### config.mk
export PLATFORM = sky130hd
export DESIGN_NAME = universal_shift_register
export DESIGN_NICKNAME = d
export VERILOG_FILES = /design/src/rtl/universal_shift_register.sv
export SDC_FILE = /design/constraint.sdc
export NUM_CORES = 1
export LEC_CHECK = 0
export ABC_AREA = 1
export CAP_MARGIN = 15
export CORE_MARGIN = 5
export CORE_UTILIZATION = 51
export DETAILED_ROUTE_END_ITERATION = 10
export HOLD_SLACK_MARGIN = 0.12
export PLACE_DENSITY_LB_ADDON = 0.3
export SLEW_MARGIN = 20
export SYNTH_ARGS = -nofsm -noshare
export SYNTH_HDL_FRONTEND = slang
export SYNTH_SLANG_ARGS = --single-unit
### constraint.sdc
create_clock -name clk -period 1.4 [get_ports clk]
set_input_delay 0.14 -clock clk [delete_from_list [all_inputs] [get_ports clk]]
set_output_delay 0.14 -clock clk [all_outputs]
set_load 0.02 [all_outputs]
### src/rtl/universal_shift_register.sv
// Universal shift register: hold/load/clear plus 1-bit-per-cycle shift/rotate bursts
// under a valid/ready command handshake, with abort.
//
// state    | meaning
// ST_IDLE  | ready for a command; single-cycle ops and the first shift step happen here
// ST_SHIFT | burst running, one step per edge until remaining count reaches zero
module universal_shift_register #(
  parameter int WIDTH = 8,
  parameter int CNT_W = $clog2(WIDTH + 1)
) (
  input  logic             clk,
  input  logic             rst,
  input  logic             cmd_valid,
  output logic             cmd_ready,
  input  logic [2:0]       mode,
  input  logic [CNT_W-1:0] shift_amt,
  input  logic [WIDTH-1:0] parallel_in,
  input  logic             ser_in_l,
  input  logic             ser_in_r,
  input  logic             abort,
  output logic [WIDTH-1:0] parallel_out,
  output logic             ser_out_l,
  output logic             ser_out_r,
  output logic             busy,
  output logic             done
);

  localparam logic [2:0] M_HOLD = 3'b000;
  localparam logic [2:0] M_LOAD = 3'b001;
  localparam logic [2:0] M_SHL  = 3'b010;
  localparam logic [2:0] M_SHR  = 3'b011;
  localparam logic [2:0] M_ROL  = 3'b100;
  localparam logic [2:0] M_ROR  = 3'b101;
  localparam logic [2:0] M_ASR  = 3'b110;
  localparam logic [2:0] M_CLR  = 3'b111;

  localparam logic [CNT_W-1:0] W_CNT = CNT_W'(WIDTH);
  localparam logic [CNT_W-1:0] ONE   = CNT_W'(1);

  typedef enum logic {ST_IDLE, ST_SHIFT} state_t;

  state_t           state_q, state_d;
  logic [WIDTH-1:0] data_q;
  logic [CNT_W-1:0] rem_q;
  logic [2:0]       mode_q;
  logic             done_q;
  logic [CNT_W-1:0] n_sat;
  logic             is_shift;

  function automatic logic [WIDTH-1:0] step_1(input logic [WIDTH-1:0] r, input logic [2:0] op,
                                              input logic sl, input logic sr);
    logic [WIDTH-1:0] res;
    res = r;
    case (op)
      M_SHL:   res = {r[WIDTH-2:0], sr};
      M_SHR:   res = {sl, r[WIDTH-1:1]};
      M_ROL:   res = {r[WIDTH-2:0], r[WIDTH-1]};
      M_ROR:   res = {r[0], r[WIDTH-1:1]};
      M_ASR:   res = {r[WIDTH-1], r[WIDTH-1:1]};
      default: res = r;
    endcase
    return res;
  endfunction

  assign n_sat    = (shift_amt > W_CNT) ? W_CNT : shift_amt;
  assign is_shift = (mode != M_HOLD) && (mode != M_LOAD) && (mode != M_CLR);

  always_ff @(posedge clk or negedge rst) begin
    if (!rst) state_q <= ST_IDLE;
    else      state_q <= state_d;
  end

  always_comb begin
    state_d = state_q;
    case (state_q)
      ST_IDLE:  if (cmd_valid && is_shift && (n_sat > ONE)) state_d = ST_SHIFT;
      ST_SHIFT: if (abort || (rem_q == ONE)) state_d = ST_IDLE;
      default:  state_d = ST_IDLE;
    endcase
  end

  always_comb begin
    cmd_ready = 1'b0;
    busy      = 1'b0;
    case (state_q)
      ST_IDLE:  cmd_ready = 1'b1;
      ST_SHIFT: busy      = 1'b1;
      default:  cmd_ready = 1'b0;
    endcase
  end

  // The accept edge already performs the first step, so the burst only covers N-1 further steps.
  always_ff @(posedge clk or negedge rst) begin
    if (!rst) begin
      data_q <= '0;
      rem_q  <= '0;
      mode_q <= M_HOLD;
      done_q <= 1'b0;
    end else begin
      done_q <= 1'b0;
      if (state_q == ST_SHIFT) begin
        if (abort) begin
          rem_q <= '0;
        end else begin
          data_q <= step_1(data_q, mode_q, ser_in_l, ser_in_r);
          rem_q  <= rem_q - ONE;
          done_q <= (rem_q == ONE);
        end
      end else if (cmd_valid) begin
        case (mode)
          M_HOLD: done_q <= 1'b1;
          M_LOAD: begin
            data_q <= parallel_in;
            done_q <= 1'b1;
          end
          M_CLR: begin
            data_q <= '0;
            done_q <= 1'b1;
          end
          default: begin
            mode_q <= mode;
            if (n_sat != '0) data_q <= step_1(data_q, mode, ser_in_l, ser_in_r);
            if (n_sat <= ONE) done_q <= 1'b1;
            else              rem_q  <= n_sat - ONE;
          end
        endcase
      end
    end
  end

  assign parallel_out = data_q;
  assign ser_out_l    = data_q[WIDTH-1];
  assign ser_out_r    = data_q[0];
  assign done         = done_q;

endmodule
After elaboration in Yosys (flattened, before gate mapping)
Cells that the tools add are included.
{ "word_totals": {"ff_bits": 17, "latch_bits": 0, "mem_bits_rw": 0, "rom_bits": 0, "output_inout_bits": 13, "word_cells": 76, "memories": 0} }
{ "classes": {"add_sub_neg": 2, "n_mul": 0, "div": 0, "order_cmp": 3, "n_eq_ne": 23, "n_shift": 0, "muxes": 23, "bitwise": 2, "n_reduce_logical": 17} }
{ "ops": {"columns": ["operator", "n"], "rows": [
  ["$pmux 8 s5", 2],
  ["$mux 8", 4],
  ["$mux 4", 6],
  ["$pmux 8 s3", 1],
  ["$eq 3x3->1 const B", 7],
  ["$eq 3x2->1 const B", 4],
  ["$mux 1", 9],
  ["$ne 2x2->1 const B", 4],
  ["$reduce_and 8->1", 1],
  ["$reduce_bool 4->1", 2],
  ["$reduce_bool 8->1", 1],
  ["$sub 4x1->4 const B", 2],
  ["$reduce_bool 7->1", 1],
  ["$ne 6x1->1 const B", 1],
  ["$reduce_and 3->1", 2],
  ["$reduce_and 6->1", 1],
  ["$ne 5x1->1 const B", 1],
  ["$eq 4x1->1 const B", 1],
  ["$gt 4x1->1 const B", 1],
  ["$gt 4x4->1 const B", 1],
  ["$le 4x1->1 const B", 1],
  ["$logic_and 1x1->1", 4],
  ["$ne 4x4->1 const B", 1],
  ["$eq 3x1->1 const B", 1],
  ["10 further kinds", 11]
]} }

Logic depth before layout (Yosys ltp)
Gate-level depths: netlist of run 1.
{ "logic_depth": {"word_depth": 7, "mapped_depth": 13} }

Worst setup path after synthesis of run 1
Ideal clock, no wire load.
{ "synth_path": {"path_kind": "in2reg", "from": "input port shift_amt[0]", "to": "register data_q[0] (netlist: parallel_out[0])", "setup_ps": 117, "arrival_ps": 1448, "t_required_ps": 1283, "path_slack_ps": -165, "cell_stages": 13, "n_path_buf": 0, "cell_sequence": "nor2_1 > nand2_1 > a21boi_0 > inv_1 > ha_1 > nand3_1 > nor2_1 > nand2_1 > nand3_2 > nor2_4 > inv_4 > nand2_1 > nand2_1"} }
{ "synth_via": {"elab_chain_cells": 5} }
{ "synth_rtl": {"columns": ["item", "line_no", "rtl"], "rows": [
  ["from (decl)", "16", "input logic [CNT_W-1:0] shift_amt,"],
  ["$gt 4x4->1", "65", "assign n_sat = (shift_amt > W_CNT) ? W_CNT : shift_amt;"],
  ["$mux 4 (*)", "65", null],
  ["$reduce_bool 4->1 (*)", "122", "if (n_sat != '0) data_q <= step_1(data_q, mode, ser_in_l, ser_in_r);"],
  ["$reduce_bool 4->1 (no line) (*)", null, null],
  ["$reduce_and 6->1 (no line) (*)", null, null],
  ["to (signal assigned)", "105", "data_q <= step_1(data_q, mode_q, ser_in_l, ser_in_r);"],
  ["to (signal assigned)", "113", "data_q <= parallel_in;"],
  ["to (signal assigned)", "122", null],
  ["to (decl)", "43", "logic [WIDTH-1:0] data_q;"]
]} }
Every way passes the cells marked *; elsewhere a longest branch is shown, timed or not.
A chain may end at the register's enable or synchronous reset.

Final worst setup path of run 1
{ "layout_path": {"from": "register state_q", "to": "register data_q[0] (netlist: parallel_out[0])"} }
{ "layout_via": {"elab_chain_cells": 2, "elab_cells_between_ends": 8, "cone_classes": "eq/ne: 3; mux: 1; reduce/logical: 4"} }
{ "layout_rtl": {"columns": ["item", "line_no", "rtl"], "rows": [
  ["from (decl)", "42", "state_t state_q, state_d;"],
  ["from (signal assigned)", "70", "else state_q <= state_d;"],
  ["$ne 6x1->1 (no line) (tied with other cells)", null, null],
  ["$reduce_and 6->1 (no line)", null, null]
]} }
Several ways; a longest one is shown, not always the timed one.

==> run_results.csv, run 1 <==
group,metric,value,unit
outcome,outcome,"finished, final reports clean",
setup_path,crit_arrival,1.58,ns
detailed_routing,wl,4805,um
power,ir_worst_vdd,1078,uV
yosys,synth_edf_count,0,
cts,clock_latency,0.29,ns
cts,cts_buffer_depth,2,
power,comb_power_share,65.2,%
yosys,ys_types,25,
yosys,syn_area,1533,sq um
setup_path,r2r_start,"state_q",
floorplanning,initial_utilization,54.18,%
timing,rsz0062_at_grt,"true",
timing,worst_pin_slew,0.3349,ns
yosys,synthCells,236,
global_routing,antenna_found_initial,0,
setup_path,endpoint_kind,"flip-flop",
place,hpwl,3662,um
yosys,synth-seq-cells,17,
timing,finalCriticalPeriod,1.396,ns
flow_run,cap_violations,0,
setup_path,crit_family,"flip-flops",
cells_and_area,final_common_cell,"nand2_1",
cts,cts_tree,"done",
cells_and_area,final_cells,336,
global_routing,grt_pass1_vias,1697,
timing,fin_skew,0.004553,ns
yosys,yosys_warnings,0,
timing,setup_viol,0,
global_routing,grt_usage,22.69,%
yosys,async_reset_ff_share,100.0,%
setup_path,ff2ff_path_depth,7,
cells_and_area,final_area,2235,sq um
timing,fmax,716.5,MHz
detailed_routing,first_pass_iters,4,
cells_and_area,nets,331,
setup_path,reg2reg_slack,0.004,ns
cells_and_area,antennaDiodeCount,0,
cells_and_area,drive_gt1_share,29.18,%
yosys,syn_nets,261,
setup_path,r2r-end,"parallel_out[0]",
power,finalPower,3234,uW
yosys,synth_top_area_share,27.76,%
floorplanning,core,2829,sq um
timing,finalSetupTns,0,ns
power,intPower,1638,uW
timing,hold_viol,0,
place,dpl_cell_area,2132,sq um
floorplanning,dieWidth,64.82,um
cts,h-tree-depth,1,
place,gp_congestion,0.9313,
timing,finalCritPeriodShare,99.69,%
place,placement.io_buffers,33,
power,p_leak,0.001174,uW
setup_path,critPathMaxFanout,8,
timing,finalMaxSlewViolations,0,
yosys,syn_area_per_cell,6.495,sq um
yosys,synth_top_area_cell,"dfrtp_1",
worst_hold_path,min_path_type,"in -> async",
global_routing,overflow,0,
cts,cts.sinks,17,
cells_and_area,final_cell_mix,"nand2_1, nand3_1, buf_4",
power,swShare,49.36,%
detailed_routing,avgViaCountPerCell,5.506,
yosys,ys_seq_area_share,27.76,%
floorplanning,rows,19,
setup_path,worstPathRequired,1.59,ns
cts,clkTransAtPathRegs,0.11,ns
power,p_per_area,1447,nW/um^2
detailed_routing,drc,0,
setup_path,start_kind,"flip-flop",
setup_path,cpMostUsedCell,"nor2_4",
global_routing,grt_max_degree,18,
detailed_routing,wl_per_cell,14.30,um
detailed_routing,drt_iter0_drc,188,
floorplanning,dieHeight,64.82,um
floorplanning,dieArea,4202,sq um
place,dp_cells,328,
power,p_seq_share,26.5,%
setup_path,cp.buffers_inverters,1,
detailed_routing,num_vias,1850,
cells_and_area,layout-area-overhead-vs-synth,45.80,%
power,pwr-share-clk,8.3,%
yosys,synth_top_cells_by_area,"dfrtp_1, nand2_1, nand3_1, inv_1, nand4_1",
setup_path,crit_slowest_cell,"dfrtp_2",
timing,fin_hold_ws,0.1774,ns
setup_path,cp_cell_sequence,"inv_4 > a21oi_1 > nand2_4 > nor2_4 > nor2_4 > nand3_1 > nand2_1",
timing,relSlewSlack,77.67,%
power,power_switching,1597,uW
cts,hold_buffers,0,
cts,cts_buffers,3,
setup_path,cpPeakStageDelay,0.46,ns
detailed_routing,final_antenna_net_count,0,
setup_path,path_class,"reg -> reg",
cts,ctsRootBufferMaster,"clkbuf_4",
floorplanning,ios,34,
yosys,ys.flop_type,"dfrtp_1",
global_routing,grt_pass1_wl,7596,um
-- power groups by stage --
stage	combinational, uW	clock [uW]	sequential [uW]
2_1_floorplan	1020	0	1030
3_3_place_gp	2000	0	860
3_5_place_dp	2040	0	866
4_1_cts	1990	275	838
5_1_grt	2300	306	891
6_report	2110	269	856
-- Yosys cell counts (3+ instances only) --
cell     number
dfrtp_1      17
nor2_1       11
nor2_4        3
a21oi_1      12
nand2_1      75
nand2_2       7
inv_1        18
inv_2         4
o21ai_1       4
o22ai_1       4
nand3_2       4
nand4_1      10
ha_1          4
o21ai_0      10
nand3_1      39
-- metal layers --
layer / GRT usage [%] / wire length [um] / vias up
li1: - / - / 924
met1: 30.01 / 2107 / 836
met2: 38.19 / 2253 / 79
met3: 3.627 / 359 / 11
met4: 6.596 / 85 / 0
met5: 0 / 0 / -
-- layout make-up --
cell class | count | area (sq um)
clock inverter | 1 | 5.005
inverter | 23 | 91.34
multi-input combinational | 190 | 1050
tap | 31 | 38.79
sequential | 17 | 429.2
fill | 195 | 594.3
timing repair buffer | 71 | 598.1
clock buffer | 3 | 22.52
-- worst max-delay path by stage --
stage / endpoint / cells past startpoint / startpoint
after floorplan: parallel_out[0] / 13 / shift_amt[0]
after global placement: parallel_out[3] / 14 / shift_amt[0]
after detailed placement: parallel_out[3] / 14 / shift_amt[0]
after CTS: parallel_out[0] / 7 / state_q
after global routing: parallel_out[6] / 8 / state_q
final: parallel_out[0] / 7 / state_q
-- what timing repair did --
item                                    4_1_cts  5_1_grt
pin swaps                                     2        8
endpoints found under the setup margin       26       15
setup buffers                                 2        2
gates resized for setup                      20       28
-- cell families (layout without fill, tap and decap cells) --
family                   Yosys count  in the layout  synth area share, %
flip-flops                        17             17                27.76
adder cells (fa/ha/maj)            4              4                3.265
AND/OR/NAND/NOR                  155            155                49.55
buffers and inverters             29             98                8.815
AO/OA/AOI/OAI                     31             31                10.61
-- flip-flops by register name, summed over array words and instances, names as in the netlist --
signal / cells
state_q: 1
mode_q: 3
parallel_out: 8
rem_q: 4
done: 1
-- per-stage QoR --
step                      utilization, %  setup WS (ns)
final                              78.99       0.004347
after global routing               78.99       -0.06389
after CTS                          76.47      -0.006028
after detailed placement           75.36        -0.5979
after global placement             75.36        -0.5137
after floorplan                        -       -0.02533
Power figures use the tool's default switching activity.
==> inputs of run 2 (changes only) <==
--- a/config.mk
+++ b/config.mk
@@ -7,8 +7,9 @@
 export LEC_CHECK = 0
 export ABC_AREA = 1
 export CAP_MARGIN = 15
+export CORE_ASPECT_RATIO = 1.25
 export CORE_MARGIN = 5
-export CORE_UTILIZATION = 51
+export CORE_UTILIZATION = 45
 export DETAILED_ROUTE_END_ITERATION = 10
 export HOLD_SLACK_MARGIN = 0.12
 export PLACE_DENSITY_LB_ADDON = 0.3
==> run 2 against run 1 <==
Against the previous run:
- sequential power increased by 3.2%
- routed wire length decreased by 4.7%
- clock skew decreased by 0.0039 ns
- sequential share of layout area about the same
- critical path depth increased by 7
- via count about the same
- count of clock-buffer cells in the layout unchanged
- clock power increased by 42%
- die area increased by 11%
- combinational power decreased by 5%
- design area decreased by 0.11%
- first-iteration DRC count decreased by 8.5%
- largest cell class unchanged
==> run_results.csv, run 2 (same netlist as run 1, synthesis figures left out) <==
group,metric,value,unit
timing,fin_skew,0.0006249,ns
detailed_routing,wl_per_cell,13.47,um
cells_and_area,fillers,279,
cts,clock_latency,0.26,ns
floorplanning,dieWidth,62.20,um
floorplanning,ios,34,
flow_run,cap_violations,0,
cts,hold_buffers,0,
global_routing,grt_pass1_wl,8010,um
detailed_routing,drt_iter0_drc,172,
timing,relSlewSlack,66.14,%
cells_and_area,nets,329,
cells_and_area,final_cells,340,
detailed_routing,wl,4581,um
timing,finalSetupTns,0,ns
detailed_routing,final_antenna_net_count,0,
place,gp_congestion,0.8785,
setup_path,start_kind,"primary input",
global_routing,grt_usage,20.94,%
cts,cts_buffer_depth,2,
cts,cts_buffers,3,
setup_path,crit_arrival,1.52,ns
cells_and_area,final_area,2232,sq um
cts,h-tree-depth,1,
worst_hold_path,min_path_type,"in -> async",
floorplanning,initial_utilization,47.13,%
power,ir_worst_vdd,939.5,uV
timing,hold_viol,0,
cells_and_area,regArea,429.2,sq um
floorplanning,dieHeight,75.25,um
setup_path,path_class,"in -> reg",
detailed_routing,drc,0,
cells_and_area,multi_input_area,1020,sq um
global_routing,overflow,0,
floorplanning,rows,23,
cells_and_area,final_common_cell,"nand2_1",
cells_and_area,drive_gt1_share,28.38,%
cts,cts_tree,"done",
floorplanning,core,3252,sq um
cells_and_area,layout-area-overhead-vs-synth,45.63,%
global_routing,antenna_found_initial,0,
global_routing,grt_pass1_vias,1870,
timing,finalMaxSlewViolations,0,
timing,finalCritPeriodShare,97.53,%
detailed_routing,num_vias,1849,
timing,setup_viol,0,
cts,clkTransAtPathRegs,0.07,ns
outcome,outcome,"finished, final reports clean",
timing,fmax,732.4,MHz
timing,setup_slack,0.03454,ns
cts,cts.sinks,17,
place,pre_cts_ws,-0.6039,ns
power,p_leak,0.001162,uW
detailed_routing,avgViaCountPerCell,5.438,
cts,ctsRootBufferMaster,"clkbuf_8",
place,dp_cells,332,
setup_path,critPathMaxFanout,8,
cells_and_area,final_cell_mix,"nand2_1, nand3_1, buf_4",
floorplanning,dieArea,4681,sq um
timing,rsz0062_at_grt,"true",
place,placement.io_buffers,33,
detailed_routing,first_pass_iters,4,
place,hpwl,3476,um
setup_path,endpoint_kind,"flip-flop",
cells_and_area,largest_register_ffs,8,
timing,finalCriticalPeriod,1.365,ns
place,dpl_cell_area,2125,sq um
power,p_per_area,1466,nW/um^2
setup_path,worstPathRequired,1.55,ns
global_routing,grt_max_degree,19,
timing,worst_pin_slew,0.5061,ns
power,finalPower,3271,uW
cells_and_area,antennaDiodeCount,0,
[run 2: timing repair]
action / CTS / global route
buffers inserted: 2 / 2
setup endpoints to repair: 20 / 17
pin swaps: 3 / 10
resized for setup: 20 / 24
[run 2: cell type report]
type | instances | share of cell area (%)
multi-input combinational | 190 | 45.68
clock buffer | 3 | 1.850
sequential | 17 | 19.23
tap | 37 | 2.074
clock inverter | 1 | 0.2242
timing repair buffer | 69 | 26.96
inverter | 23 | 3.980
[run 2: worst paths after layout]
path,slack [ns],from,endpoint,depth (start not counted)
worst min register to register,0.58,rem_q[3],rem_q[3],2
worst max register to register,0.03,mode_q[1],parallel_out[1],8
min in group clk,0.33,mode[2],mode_q[2],3
worst min-delay path,0.20,rst,mode_q[1],2
max in group asynchronous,0.98,rst,state_q,2
worst max-delay path,0.03,shift_amt[1],parallel_out[1],14
[run 2: metal layers]
layer | vias to the layer above | track usage (%) | part of all wire, %
li1 | 928 | - | -
met1 | 830 | 23.53 | 39
met2 | 77 | 39.63 | 52
met3 | 14 | 2.388 | 6.7
met4 | 0 | 9.880 | 2.7
met5 | - | 0 | 0
[run 2: critical path, stage by stage]
cell	delay [ns]
buf_8	0.10
nor2_4	0.09
nand2_2	0.06
a21boi_2	0.16
inv_1	0.06
ha_2	0.17
nand3_2	0.06
nor2_1	0.05
nand2_1	0.07
nand3_2	0.09
nor2_4	0.24
inv_4	0.10
nand2_2	0.08
nand2_1	0.05
[run 2: through the flow]
stage	hold WS (ns)	utilization [%]
after floorplan	-0.1556	-
after global placement	0.4911	65.33
after detailed placement	0.4903	65.33
after CTS	0.2129	66.87
after global routing	0.2311	68.64
final	0.2013	68.64
[run 2: power by group]
group / switching (uW) / internal [uW] / total (uW)
clock: 185 / 198 / 383
sequential: 203 / 680 / 883
combinational: 1160 / 850 / 2000
total: 1540 / 1730 / 3270
